<file path="src/rtl/crt_modectl.sv">
// Sync-timing recogniser: learns hsync/vsync polarity, measures the line period and
// lines per frame, and locks onto one of three horizontal scan classes.
module crt_modectl #(
    parameter int unsigned STABLE_N = 8,
    parameter int unsigned MISS_N   = 4
) (
    input  logic       clk,
    input  logic       reset,
    input  logic       onemks,
    input  logic       hsync,
    input  logic       vsync,
    output logic       locked,
    output logic [1:0] mode,
    output logic [7:0] hperiod,
    output logic [9:0] vlines,
    output logic       hpol,
    output logic       vpol
);

    typedef enum logic [1:0] {StSearch, StVerify, StLocked} state_e;

    state_e     state_q;
    logic [3:0] hpc_q, vpc_q, scnt_q;
    logic       hsync_q, hn_q, vn_q;
    logic [7:0] hcnt_q, hlast_q;
    logic [9:0] lcnt_q, fref_q;
    logic       fref_vld_q;
    logic [1:0] pcls_q, scls_q;

    logic       hn, vn, hedge, vedge, hrise, timeout;
    logic [1:0] cls;
    logic [9:0] fdiff;
    logic       frame_ok, verify_fail, locked_miss, go_search;
    logic [7:0] per_now;

    assign hpol = hpc_q[3];
    assign vpol = vpc_q[3];

    always_comb begin
        hn      = hsync ^ hpol;
        vn      = vsync ^ vpol;
        hedge   = hn & ~hn_q;
        vedge   = vn & ~vn_q;
        hrise   = hsync & ~hsync_q;
        timeout = (hcnt_q == 8'd255);

        cls = 2'd0;
        if (hcnt_q >= 8'd56 && hcnt_q <= 8'd72) begin
            cls = 2'd1;
        end else if (hcnt_q >= 8'd36 && hcnt_q <= 8'd44) begin
            cls = 2'd2;
        end else if (hcnt_q >= 8'd28 && hcnt_q <= 8'd35) begin
            cls = 2'd3;
        end

        fdiff    = (lcnt_q >= fref_q) ? (lcnt_q - fref_q) : (fref_q - lcnt_q);
        frame_ok = (fdiff <= 10'd2) && (lcnt_q >= 10'd200) && (lcnt_q <= 10'd700);
        // A line edge coinciding with the lock decision supplies the freshest period.
        per_now  = hedge ? hcnt_q : hlast_q;

        verify_fail = (state_q == StVerify) &&
                      ((hedge && cls != scls_q) || (vedge && fref_vld_q && !frame_ok));
        locked_miss = (state_q == StLocked) && hedge && (cls != mode) &&
                      (scnt_q == 4'(MISS_N - 1));
        go_search   = timeout || verify_fail || locked_miss;
    end

    always_ff @(posedge clk or posedge reset) begin
        if (reset) begin
            state_q    <= StSearch;
            hpc_q      <= 4'b1000;
            vpc_q      <= 4'b1000;
            scnt_q     <= 4'd0;
            hsync_q    <= 1'b0;
            hn_q       <= 1'b0;
            vn_q       <= 1'b0;
            hcnt_q     <= 8'd0;
            hlast_q    <= 8'd0;
            lcnt_q     <= 10'd0;
            fref_q     <= 10'd0;
            fref_vld_q <= 1'b0;
            pcls_q     <= 2'd0;
            scls_q     <= 2'd0;
            locked     <= 1'b0;
            mode       <= 2'd0;
            hperiod    <= 8'd0;
            vlines     <= 10'd0;
        end else begin
            if (onemks) begin
                if (hsync && hpc_q != 4'd15) begin
                    hpc_q <= hpc_q + 4'd1;
                end else if (!hsync && hpc_q != 4'd0) begin
                    hpc_q <= hpc_q - 4'd1;
                end
            end
            if (hrise) begin
                if (vsync && vpc_q != 4'd15) begin
                    vpc_q <= vpc_q + 4'd1;
                end else if (!vsync && vpc_q != 4'd0) begin
                    vpc_q <= vpc_q - 4'd1;
                end
            end

            hsync_q <= hsync;
            hn_q    <= hn;
            vn_q    <= vn;

            if (hedge) begin
                hcnt_q  <= {7'd0, onemks};
                hlast_q <= hcnt_q;
                pcls_q  <= cls;
            end else if (onemks && !timeout) begin
                hcnt_q <= hcnt_q + 8'd1;
            end

            if (vedge) begin
                lcnt_q <= {9'd0, hedge};
            end else if (hedge && lcnt_q != 10'd1023) begin
                lcnt_q <= lcnt_q + 10'd1;
            end

            if (go_search) begin
                state_q <= StSearch;
                locked  <= 1'b0;
                mode    <= 2'd0;
                scnt_q  <= 4'd0;
            end else begin
                unique case (state_q)
                    StSearch: begin
                        if (hedge) begin
                            if (cls != 2'd0 && cls == pcls_q) begin
                                if (scnt_q == 4'(STABLE_N - 1)) begin
                                    state_q    <= StVerify;
                                    scls_q     <= cls;
                                    fref_q     <= 10'd0;
                                    fref_vld_q <= 1'b0;
                                    scnt_q     <= 4'd0;
                                end else begin
                                    scnt_q <= scnt_q + 4'd1;
                                end
                            end else begin
                                scnt_q <= 4'd0;
                            end
                        end
                    end
                    StVerify: begin
                        if (vedge) begin
                            if (!fref_vld_q) begin
                                fref_q     <= lcnt_q;
                                fref_vld_q <= 1'b1;
                            end else begin
                                state_q <= StLocked;
                                mode    <= scls_q;
                                hperiod <= per_now;
                                vlines  <= lcnt_q;
                                locked  <= 1'b1;
                                scnt_q  <= 4'd0;
                            end
                        end
                    end
                    StLocked: begin
                        if (hedge) begin
                            if (cls == mode) begin
                                scnt_q  <= 4'd0;
                                hperiod <= hcnt_q;
                            end else begin
                                scnt_q <= scnt_q + 4'd1;
                            end
                        end
                        if (vedge) begin
                            vlines <= lcnt_q;
                        end
                    end
                    default: state_q <= StSearch;
                endcase
            end
        end
    end

endmodule

</file>
<file path="config.mk">
export PLATFORM = sky130hd
export DESIGN_NAME = crt_modectl
export DESIGN_NICKNAME = d
export VERILOG_FILES = /design/src/rtl/crt_modectl.sv
export SDC_FILE = /design/constraint.sdc
export NUM_CORES = 1
export LEC_CHECK = 0
export ABC_AREA = 1
export CAP_MARGIN = 10
export CORE_UTILIZATION = 47
export CTS_BUF_LIST = sky130_fd_sc_hd__clkbuf_4 sky130_fd_sc_hd__clkbuf_8
export CTS_CLUSTER_DIAMETER = 120
export DETAILED_ROUTE_END_ITERATION = 8
export GPL_ROUTABILITY_DRIVEN = 0
export PLACE_DENSITY_LB_ADDON = 0.3
export SLEW_MARGIN = 10
export SYNTH_ARGS = -nofsm -noshare
export SYNTH_HDL_FRONTEND = slang
export SYNTH_SLANG_ARGS = --single-unit
</file>
<file path="constraint.sdc">
create_clock -name clk -period 6.15 [get_ports clk]
set_clock_uncertainty 0.2 [all_clocks]
set_input_delay 0.9225 -clock clk [delete_from_list [all_inputs] [get_ports clk]]
set_output_delay 0.9225 -clock clk [all_outputs]
set_load 0.1 [all_outputs]
</file>
### Word level (Yosys, flattened, before mapping)

Cells that the tools add are included.

* register bits after elaboration: 79
* bits of input ports: 5
* output and inout bits: 23
* word-level logic and storage cells: 181

* $add $sub $neg: 9
* order comparisons: 10
* equality and inequality tests: 28
* mux-type cells: 57
* bitwise logic cells: 9
* reductions and logical operators: 50

Operators with widths (count)
* $mux 10: 11
* $mux 8: 7
* $mux 4: 12
* $pmux 10 s2: 2
* $mux 2: 13
* $reduce_bool 2->1: 10
* $sub 10x10->10: 2
* $logic_and 1x1->1: 19
* $ne 2x2->1 const B: 9
* $ne 3x3->1 const B: 6
* $reduce_and 6->1: 3
* $ge 8x6->1 const B: 2
* $le 8x6->1 const B: 2
* $pmux 8 s2: 1
* $reduce_and 5->1: 3
* $add 4x1->4 const B: 3
* $pmux 4 s3: 1
* $reduce_bool 4->1: 3
* $add 10x1->10 const B: 1
* $ge 10x10->1: 1
* $ge 10x8->1 const B: 1
* $le 10x10->1 const B: 1
* $le 10x2->1 const B: 1
* $ne 10x10->1 const B: 1
* 25 further kinds: 48

### Depth between registers and ports, before layout

Gate-level depths: netlist of run 1.

* depth after elaboration: 13
* depth in mapped cells: 24
* gate-level depth less buffers: 22

### Worst setup path before layout of run 1

OpenSTA, ideal clock, no wires.

* path type: reg-to-reg
* start point: reg lcnt_q[0]
* end point: reg vlines[0]
* setup time: 122 ps
* data arrival time: 2526 ps
* data required time: 5828 ps
* slack: 3302 ps
* stages on the path, launching flop included: 22
* buffers on the path: 2
* clock period less this slack: 2848 ps
* cell sequence: dfrtp_1 -> inv_1 -> ha_1 -> fa_1 -> inv_1 -> nand2_1 -> a21oi_1 -> nand3_1 -> nor2_1 -> nand2_1 -> nor2_1 -> nand2_1 -> nand2_1 -> nand3_1 -> nand2_1 -> nand2_2 -> nand2_2 -> buf_6 -> nand2_2 -> buf_6 -> nand2_1 -> o21ai_2

* longest elaborated chain between the ends: 13
* elaborated cells between the ends (all ways): 21
* those cells by class: add/sub (2); order compare (4); mux (5); bitwise (1); reduce/logical (9)

RTL lines
* from (decl): line 26 `logic [9:0] lcnt_q, fref_q;`
* from (signal assigned): line 117 `lcnt_q <= {9'd0, hedge};`
* from (signal assigned): line 119 `lcnt_q <= lcnt_q + 10'd1;`
* $sub 10x10->10 or $ge 10x10->1 (tied branches): line 56 `fdiff = (lcnt_q >= fref_q) ? (lcnt_q - fref_q) : (fref_q - lcnt_q);`
* $mux 10: line 56
* $le 10x2->1: line 57 `frame_ok = (fdiff <= 10'd2) && (lcnt_q >= 10'd200) && (lcnt_q <= 10'd700);`
* $logic_and 1x1->1 (2 in a row): line 57
* $logic_not 1->1: line 62 `((hedge && cls != scls_q) || (vedge && fref_vld_q && !frame_ok));`
* $logic_and 1x1->1: line 62
* $logic_or 1x1->1: line 62
* $logic_and 1x1->1: line 61 `verify_fail = (state_q == StVerify) &&`
* $logic_or 1x1->1 (2 in a row): line 65 `go_search = timeout || verify_fail || locked_miss;`
* $not 1->1 (no line)
* $reduce_and 5->1 (no line)
* to (signal assigned): line 155 `vlines <= lcnt_q;`
* to (signal assigned): line 171 `vlines <= lcnt_q;`
* to (decl): line 15 `output logic [9:0] vlines,`

Parallel ways exist; a longest one is shown, timed or not. The select of a mux whose other input is x is not followed.
A chain may end at the register's enable or synchronous reset.

### Worst setup path in the final report of run 1

* start point: in hsync
* end point: reg vlines[0]

* longest elaborated chain between the ends: 9
* elaborated cells between the ends (all ways): 12
* those cells by class: bitwise (3); reduce/logical (9)

RTL lines
* from (decl): line 10 `input logic hsync,`
* $xor 1x1->1 (*): line 40 `hn = hsync ^ hpol;`
* $and 1x1->1 (*): line 42 `hedge = hn & ~hn_q;`
* $logic_and 1x1->1: line 62
* $logic_or 1x1->1: line 62
* $logic_and 1x1->1: line 61
* $logic_or 1x1->1: line 65
* $logic_or 1x1->1 (*): line 65
* $not 1->1 (no line) (*)
* $reduce_and 5->1 (no line) (*)

Every way passes the cells marked *; elsewhere a longest branch is shown, timed or not.

==> flow_metrics.env, run 1 <==
export IMPL_holdPathEnd="vlines[4]"
export IMPL_dieArea_sq_um=12000
export IMPL_fp_row_count=38
export IMPL_tns_ns=0
export IMPL_antenna_found_initial=0
export IMPL_crit_start="hsync"
export IMPL_postSynthAreaPerCell_sq_um=7.33
export IMPL_grt_pass1_vias=4669
export IMPL_num_vias=4844
export IMPL_hp_start="vlines[4]"
export IMPL_start_kind="input pin"
export IMPL_first_iter_violations=305
export IMPL_path_max_fanout=27
export IMPL_fin_crit_sh_pct=69.2
export IMPL_drv_slew=0
export IMPL_slew_headroom_pct=32.5
export IMPL_hold_depth=2
export IMPL_clock_latency_ns=0.35
export IMPL_syn_area_sq_um=5460
export IMPL_wire_per_inst_um=13.2
export IMPL_cts_buffers=9
export IMPL_crit_slowest_cell="clkinv_1"
export IMPL_nets=810
export IMPL_grt_total_usage_pct=22.1
export IMPL_crit_arrival_ns=4.33
export IMPL_whs_ns=0.291
export IMPL_cts_tree="done"
export IMPL_fin_crit_ns=4.25
export IMPL_hp_class="reg2reg"
export IMPL_finalHoldViolCount=0
export IMPL_required_ns=6.23
export IMPL_antenna_cells=0
export IMPL_clk_pin_slew_ns=0.08
export IMPL_vdd_drop_max_mv=0.323
export IMPL_synth_seq_cells=79
export IMPL_netlist_instances=744
export IMPL_drive_gt1_share_pct=10.7
export IMPL_cellPowerDensity_nw_per_um2=318
export IMPL_synth_ff_type="dfrtp_1"
export IMPL_critPathKind="in2reg"
export IMPL_cp_cell_sequence="clkdlybuf4s50_1, nor2_1, nor3_2, buf_4, clkinv_1, nor4_1, nand3_1, nand3_1, nand2_2, nand2_2, nand2_1, o21ai_2"
export IMPL_final_cells=914
export IMPL_setup_ws_ns=1.90
export IMPL_hold_buffers=0
export IMPL_syn_num_nets=785
export IMPL_die_height_um=110
export IMPL_leakagePower_nw=2.95
export IMPL_port_buffers=27
export IMPL_antenna_left=0
export IMPL_reg2reg_setup_slack_ns=2.41
export IMPL_grt_first_pass_wirelength_mm=21.0
export IMPL_htree_levels=3
export IMPL_grt_start_max_net_pins=80
export IMPL_area_growth_pct=10.8
export IMPL_reg2reg_depth=19
export IMPL_root_buffer="clkbuf_8"
export IMPL_setup_violations_final=0
export IMPL_yosysWarnings=0
export IMPL_power_mw=1.92
export IMPL_fin_util_pct=54.6
export IMPL_fin_area_sq_um=6040
export IMPL_drv_cap=0
export IMPL_vias_per_cell=5.30
export IMPL_cts_buffer_depth=2
export IMPL_overflow=0
export IMPL_die_x_um=110
export IMPL_ys_types=43
export IMPL_outcome="finished clean"
export IMPL_slowest_delay_ns=0.58
export IMPL_yosysSeqAreaShare_pct=36.3
export IMPL_end_kind="flop"
export IMPL_post_cts_buffers=0
export IMPL_worst_pin_slew_ns=1.01
export IMPL_rsz0062_at_grt="no"
export IMPL_synthArstFlopShare_pct=100
export IMPL_reg2reg_to="hperiod[0]"
export IMPL_first_pass_iters=5
export IMPL_rr_startpoint="lcnt_q[0]"
export IMPL_synth_edff_count=0
export IMPL_initial_core_util_pct=49.3
export IMPL_coreArea_sq_um=11100
export IMPL_clock_fmax_mhz=235
export IMPL_place_area_sq_um=5820
export IMPL_finalWirelength_mm=12.1
export IMPL_post_dp_hpwl_mm=8.90
export IMPL_dpl_cell_count=898
export IMPL_drc_errors=0
export IMPL_post_cts_resized=0
export IMPL_clock_sinks=79
export IMPL_place_ws_ns=1.60
export IMPL_ios=28
## kinds of logic after synthesis
family | count (synthesis) | share of synthesized area, %
AND/OR/NAND/NOR | 387 | 31.3
buffers and inverters | 118 | 8.94
AO/OA/AOI/OAI | 114 | 13.1
flip-flops | 79 | 36.3
adder cells (fa/ha/maj) | 36 | 8.81
XOR/XNOR | 10 | 1.61
## cell usage in the layout, fill, tap and decap left out, types with 4 or more instances in the layout
cell type,n
clkdlybuf4s50_1,27
a21oi_1,32
dfrtp_1,77
o21ai_2,28
nor2_1,51
inv_2,4
fa_1,4
nand2_1,223
nor3_1,9
xnor2_1,4
ha_1,32
inv_1,97
nand4_1,12
o21ai_0,37
nand3_1,51
a31oi_1,4
clkbuf_8,10
nand2_2,18
xor2_1,6
nor4_1,4
## state kept, by name, indices dropped and copies added (netlist names), 4 cells and up
register	count
fref_q	10
hcnt_q	8
hlast_q	8
hpc_q	4
hperiod	8
lcnt_q	10
scnt_q	4
vlines	10
vpc_q	4
## layer usage
| layer | share of wire, % | track usage [%] | wire, um | up-vias |
|---|---|---|---|---|
| met3 | 5.0 | 4.27 | 601 | 22 |
| met5 | 0 | 0 | 0 | - |
| met4 | 1.7 | 8.10 | 206 | 0 |
| li1 | - | - | - | 2438 |
| met1 | 47 | 29.6 | 5630 | 2251 |
| met2 | 47 | 35.6 | 5640 | 133 |
## area by class of cell
| type | count | area (sq um) |
|---|---|---|
| Inverter | 103 | 388 |
| Clock buffer | 11 | 145 |
| Timing Repair Buffer | 29 | 285 |
| Clock inverter | 5 | 81.3 |
| Fill cell | 1068 | 5030 |
| Sequential cell | 79 | 1980 |
| Tap cell | 140 | 175 |
| Multi-Input combinational cell | 547 | 2990 |
## cells in the mapped netlist (9+ instances only)
master | n | area, sq um
nand2_1 | 223 | 837
a21oi_1 | 32 | 160
nor2_1 | 51 | 191
nor3_1 | 9 | 45.0
o21ai_2 | 28 | 245
dfrtp_1 | 77 | 1930
nand2_2 | 18 | 113
o21ai_0 | 37 | 185
nand4_1 | 12 | 75.1
ha_1 | 32 | 400
nand3_1 | 51 | 255
inv_1 | 98 | 368
## worst max path at each step
stage | end | depth (start not counted)
2_1_floorplan | fref_q[0] | 1
3_3_place_gp | vlines[1] | 12
3_5_place_dp | vlines[2] | 12
4_1_cts | vlines[2] | 12
5_1_grt | vlines[0] | 12
6_report | vlines[0] | 12
## critical path: cells and delay by family
| family | cells | cell delay (ns) |
|---|---|---|
| buffers and inverters | 3 | 1.34 |
| AND/OR/NAND/NOR | 8 | 1.98 |
| AO/OA/AOI/OAI | 1 | 0.07 |
## report_power, final
part	leakage, nW	total (mW)	internal [mW]	switching (mW)
clock network	0.113	0.436	0.244	0.192
registers	1.07	0.690	0.602	0.0881
logic	1.77	0.795	0.256	0.539
total	2.95	1.92	1.10	0.819
Power figures use the tool's default switching activity.
==> inputs of run 2 (changes only) <==
==> constraint.sdc (replaced) <==
create_clock -name clk -period 4.13 [get_ports clk]
set_clock_uncertainty 0.2 [all_clocks]
set_input_delay 0.6195 -clock clk [delete_from_list [all_inputs] [get_ports clk]]
set_output_delay 0.6195 -clock clk [all_outputs]
set_load 0.1 [all_outputs]
==> flow_metrics.env, run 2 (synthesis results as in run 1) <==
export IMPL_outcome="finished clean"
export IMPL_finalHoldViolCount=0
export IMPL_die_x_um=110
export IMPL_met2WireLength_mm=5.33
export IMPL_clock_fmax_mhz=282
export IMPL_power_frac_seq_pct=36.3
export IMPL_wl_met1_mm=5.94
export IMPL_largestRegisters="fref_q: 10 flops, lcnt_q: 10 flops, vlines: 10 flops"
export IMPL_root_buffer="clkbuf_8"
export IMPL_start_kind="flop"
export IMPL_place_ws_ns=0.496
export IMPL_finalWirelength_mm=12.0
export IMPL_reg2reg_setup_slack_ns=0.58
export IMPL_first_pass_iters=7
export IMPL_post_dp_hpwl_mm=9.12
export IMPL_worst_pin_slew_ns=0.995
export IMPL_cts_buffer_depth=2
export IMPL_hold_depth=2
export IMPL_clock_latency_ns=0.36
export IMPL_antenna_found_initial=0
export IMPL_reg2reg_depth=19
export IMPL_slew_headroom_pct=33.5
export IMPL_grt_pass1_vias=4490
export IMPL_critPathKind="reg2reg"
export IMPL_htree_levels=3
export IMPL_nets=812
export IMPL_tns_ns=0
export IMPL_leakagePower_nw=2.94
export IMPL_grt_first_pass_wirelength_mm=20.8
export IMPL_path_max_fanout=16
export IMPL_required_ns=4.17
export IMPL_post_cts_buffers=0
export IMPL_clock_sinks=79
export IMPL_hold_buffers=0
export IMPL_hp_class="reg2reg"
export IMPL_top_layer="met4"
export IMPL_place_area_sq_um=5830
export IMPL_internal_power_mw=1.60
export IMPL_power_mw=2.83
export IMPL_clock_power_share_pct=21.4
export IMPL_ios=28
export IMPL_whs_ns=0.288
export IMPL_route_met3_wl_um=521
export IMPL_fin_util_pct=54.5
export IMPL_first_iter_violations=392
export IMPL_final_cells=916
export IMPL_setup_ws_ns=0.582
export IMPL_drc_errors=0
export IMPL_setup_violations_final=0
export IMPL_grt_total_usage_pct=22.0
export IMPL_initial_core_util_pct=49.3
export IMPL_area_growth_pct=10.7
export IMPL_fin_area_sq_um=6040
export IMPL_fp_row_count=38
export IMPL_grt_start_max_net_pins=58
export IMPL_vdd_drop_max_mv=0.530
export IMPL_dpl_cell_count=900
export IMPL_antenna_left=0
export IMPL_combPwrFrac_pct=42.4
export IMPL_fin_crit_sh_pct=85.9
export IMPL_p_switching_mw=1.23
export IMPL_post_cts_resized=0
export IMPL_cellPowerDensity_nw_per_um2=468
export IMPL_dieArea_sq_um=12000
export IMPL_fin_crit_ns=3.55
export IMPL_die_height_um=110
export IMPL_overflow=0
export IMPL_cts_tree="done"
export IMPL_final_cell_mix="223 x nand2_1, 97 x inv_1, 77 x dfrtp_1, 51 x nor2_1, 51 x nand3_1"
export IMPL_end_kind="flop"
export IMPL_crit_arrival_ns=3.59
export IMPL_wire_per_inst_um=13.1
export IMPL_rsz0062_at_grt="no"
export IMPL_antenna_cells=0
export IMPL_num_vias=4808
export IMPL_coreArea_sq_um=11100
export IMPL_drive_gt1_share_pct=11.0
export IMPL_cts_buffers=9
export IMPL_drv_cap=0
export IMPL_drv_slew=0
export IMPL_vias_per_cell=5.25
export IMPL_layout_commonest_cell="nand2_1"
export IMPL_clk_pin_slew_ns=0.08
export IMPL_port_buffers=27
export IMPL_p_sw_share_pct=43.5
[run 2: cell types whose count changed in the layout (fill, tap and decap cells not counted), sizes merged]
cell | previous run | this run
buf | 2 | 4
clkinv | 4 | 2
clkbuf | 11 | 12
clkinvlp | 1 | 2
bufinv | 2 | 1
inv | 101 | 102
[run 2: worst max-delay path, stage by stage, from the launching register on]
cell and delay (ns):
dfrtp_1 0.44, inv_1 0.16, ha_1 0.49, nand2_1 0.16, nor2_2 0.17, nand2_1 0.10
nand3_1 0.08, nand2_1 0.05, nand2_1 0.08, nand3_1 0.07, nor2_1 0.10, nand2_1 0.06
nand2_1 0.07, nand3_1 0.08, nand2_1 0.11, nand2_2 0.10, nand2_2 0.23, nand3_2 0.42
nand2_1 0.21, o21ai_2 0.07
[run 2: routing by layer]
metal  up-vias  global-route usage (%)
met3        21                    2.85
met5         -                       0
met4         0                    7.90
met1      2231                    31.4
li1       2439                       -
met2       117                    34.2
[run 2: worst paths after layout]
check	to	start
worst min-delay path	hperiod[7]	hperiod[7]
worst max register to register	hperiod[4]	lcnt_q[3]
worst max-delay path	hperiod[4]	lcnt_q[3]
worst min register to register	hperiod[7]	hperiod[7]
min in group asynchronous	hpc_q[1]	reset
max in group asynchronous	fref_q[7]	reset
[run 2: area by class of cell]
class / count / area (sq um)
clock buffer: 12 / 153
timing repair buffer: 31 / 300
sequential: 79 / 1980
tap: 140 / 175
fill: 1001 / 5040
inverter: 103 / 388
clock inverter: 4 / 53.8
multi-input combinational: 547 / 2990
[run 2: power by group through the flow]
stage	combinational, mW	sequential (mW)	clock, mW
floorplan	0.739	1.20	0
global placement	1.16	1.03	0
detailed placement	1.19	1.03	0
CTS	1.19	1.02	0.621
global route	1.36	1.04	0.645
finish	1.20	1.03	0.604
==> inputs of run 3 (changes only) <==
--- a/config.mk
+++ b/config.mk
@@ -11,6 +11,7 @@
 export CTS_BUF_LIST = sky130_fd_sc_hd__clkbuf_4 sky130_fd_sc_hd__clkbuf_8
 export CTS_CLUSTER_DIAMETER = 120
 export DETAILED_ROUTE_END_ITERATION = 8
+export DONT_BUFFER_PORTS = 1
 export GPL_ROUTABILITY_DRIVEN = 0
 export PLACE_DENSITY_LB_ADDON = 0.3
 export SLEW_MARGIN = 10
==> flow_metrics.env, run 3 (synthesis results as in run 1) <==
export IMPL_antenna_left=0
export IMPL_tns_ns=0
export IMPL_clock_fmax_mhz=275
export IMPL_rsz0062_at_grt="no"
export IMPL_clock_latency_ns=0.37
export IMPL_drv_cap=0
export IMPL_critPathKind="reg2reg"
export IMPL_power_mw=2.90
export IMPL_area_growth_pct=6.81
export IMPL_hold_buffers=0
export IMPL_drive_gt1_share_pct=11.6
export IMPL_post_dp_hpwl_mm=9.13
export IMPL_die_height_um=110
export IMPL_fin_crit_ns=3.64
export IMPL_outcome="finished clean"
export IMPL_crit_path_frequent_cell="nand2_1"
export IMPL_crit_family="simple AND/OR/NAND/NOR gates"
export IMPL_cp_cell_sequence="inv_1, ha_1, fa_1, inv_1, nand2_1, a21oi_1, nand3_1, nor2_1, nand2_1, nor2_1, nand2_1, nand2_1, nand3_1, nand2_1, nand2_2, nand2_2, nand3_2, nand2_1, o21ai_2"
export IMPL_largestRegisters="fref_q: 10 flops, lcnt_q: 10 flops, vlines: 10 flops"
export IMPL_leakagePower_nw=2.88
export IMPL_final_cell_mix="223 x nand2_1, 97 x inv_1, 77 x dfrtp_1, 51 x nor2_1, 51 x nand3_1"
export IMPL_grt_pass1_vias=4636
export IMPL_clock_sinks=79
export IMPL_vias_per_cell=5.28
export IMPL_cts_buffers=9
export IMPL_layout_commonest_cell="nand2_1"
export IMPL_worst_pin_slew_ns=0.987
export IMPL_grt_start_max_net_pins=57
export IMPL_slew_headroom_pct=34.1
export IMPL_slowest_delay_ns=0.47
export IMPL_crit_slowest_cell="dfrtp_1"
export IMPL_ios=28
export IMPL_overflow=0
export IMPL_path_max_fanout=16
export IMPL_port_buffers=0
export IMPL_required_ns=4.17
export IMPL_vdd_drop_max_mv=0.568
export IMPL_reg2reg_to="hperiod[0]"
export IMPL_dieArea_sq_um=12000
export IMPL_num_vias=4705
export IMPL_cts_buffer_depth=2
export IMPL_fin_util_pct=52.6
export IMPL_final_cells=891
export IMPL_start_kind="flop"
export IMPL_root_buffer="clkbuf_8"
export IMPL_first_iter_violations=292
export IMPL_cts_tree="done"
export IMPL_cellPowerDensity_nw_per_um2=498
export IMPL_drc_errors=0
export IMPL_fin_crit_sh_pct=88.1
export IMPL_grt_first_pass_wirelength_mm=21.2
export IMPL_antenna_cells=0
export IMPL_reg2reg_depth=19
export IMPL_setup_violations_final=0
export IMPL_initial_core_util_pct=49.3
export IMPL_end_kind="flop"
export IMPL_hp_class="in2reg"
export IMPL_holdPathEnd="hsync_q"
export IMPL_finalHoldViolCount=0
export IMPL_rr_startpoint="lcnt_q[0]"
export IMPL_hold_depth=0
export IMPL_clk_pin_slew_ns=0.08
export IMPL_dpl_cell_count=875
export IMPL_fp_row_count=38
export IMPL_post_cts_buffers=0
export IMPL_crit_arrival_ns=3.68
export IMPL_grt_total_usage_pct=22.5
export IMPL_first_pass_iters=5
export IMPL_hp_start="hsync"
export IMPL_reg2reg_setup_slack_ns=0.49
export IMPL_die_x_um=110
export IMPL_antenna_found_initial=0
export IMPL_finalWirelength_mm=12.0
export IMPL_htree_levels=3
export IMPL_coreArea_sq_um=11100
export IMPL_post_cts_resized=0
export IMPL_drv_slew=0
export IMPL_nets=787
export IMPL_path_buf_inv=2
export IMPL_wire_per_inst_um=13.5
[run 3: worst max-delay path by stage]
stage | startpoint | to | slack (ns) | depth (start not counted)
after CTS | lcnt_q[0] | hperiod[0] | 0.52 | 19
after detailed placement | lcnt_q[0] | hperiod[0] | 0.53 | 19
after global routing | lcnt_q[0] | hperiod[0] | 0.15 | 19
final | lcnt_q[0] | hperiod[0] | 0.49 | 19
after floorplan | lcnt_q[0] | vlines[0] | 1.28 | 21
after global placement | lcnt_q[0] | hperiod[5] | 0.63 | 19
[run 3: where the power goes]
group	switching, mW	total, mW	internal (mW)	leakage [nW]
clock	0.293	0.719	0.426	0.123
combinational	0.688	1.04	0.356	1.69
sequential	0.247	1.14	0.893	1.07
total	1.23	2.90	1.67	2.88
[run 3: worst reg2reg max path: cells and delay by family, from the launching register on]
family	cells	cell delay [ns]
buffers and inverters	2	0.24
adder cells (fa/ha/maj)	2	0.65
AO/OA/AOI/OAI	2	0.21
AND/OR/NAND/NOR	13	1.77
flip-flops	1	0.47
[run 3: layer usage]
metal | up-vias | global-route usage [%] | wire (um)
li1 | 2397 | - | -
met1 | 2205 | 29.3 | 5620
met2 | 90 | 36.9 | 5710
met3 | 13 | 5.51 | 518
met4 | 0 | 6.95 | 178
met5 | - | 0 | 0
[run 3: final cells by class]
cell class	instances	area, sq um
clock buffers	11	145
clock inverters	5	106
fillers	1078	5250
inverters	103	388
multi-input cells	547	2990
flip-flops and latches	79	1980
well taps	140	175
repair buffers	6	45.0
[run 3: metrics by stage]
step,instance area [sq um],worst slack (ns),hold WS [ns]
2_1_floorplan,5460,1.28,0.254
3_3_place_gp,5580,0.625,0.269
3_5_place_dp,5580,0.533,0.277
4_1_cts,5830,0.519,0.0628
5_1_grt,5830,0.146,0.0547
6_report,5830,0.492,0.0818
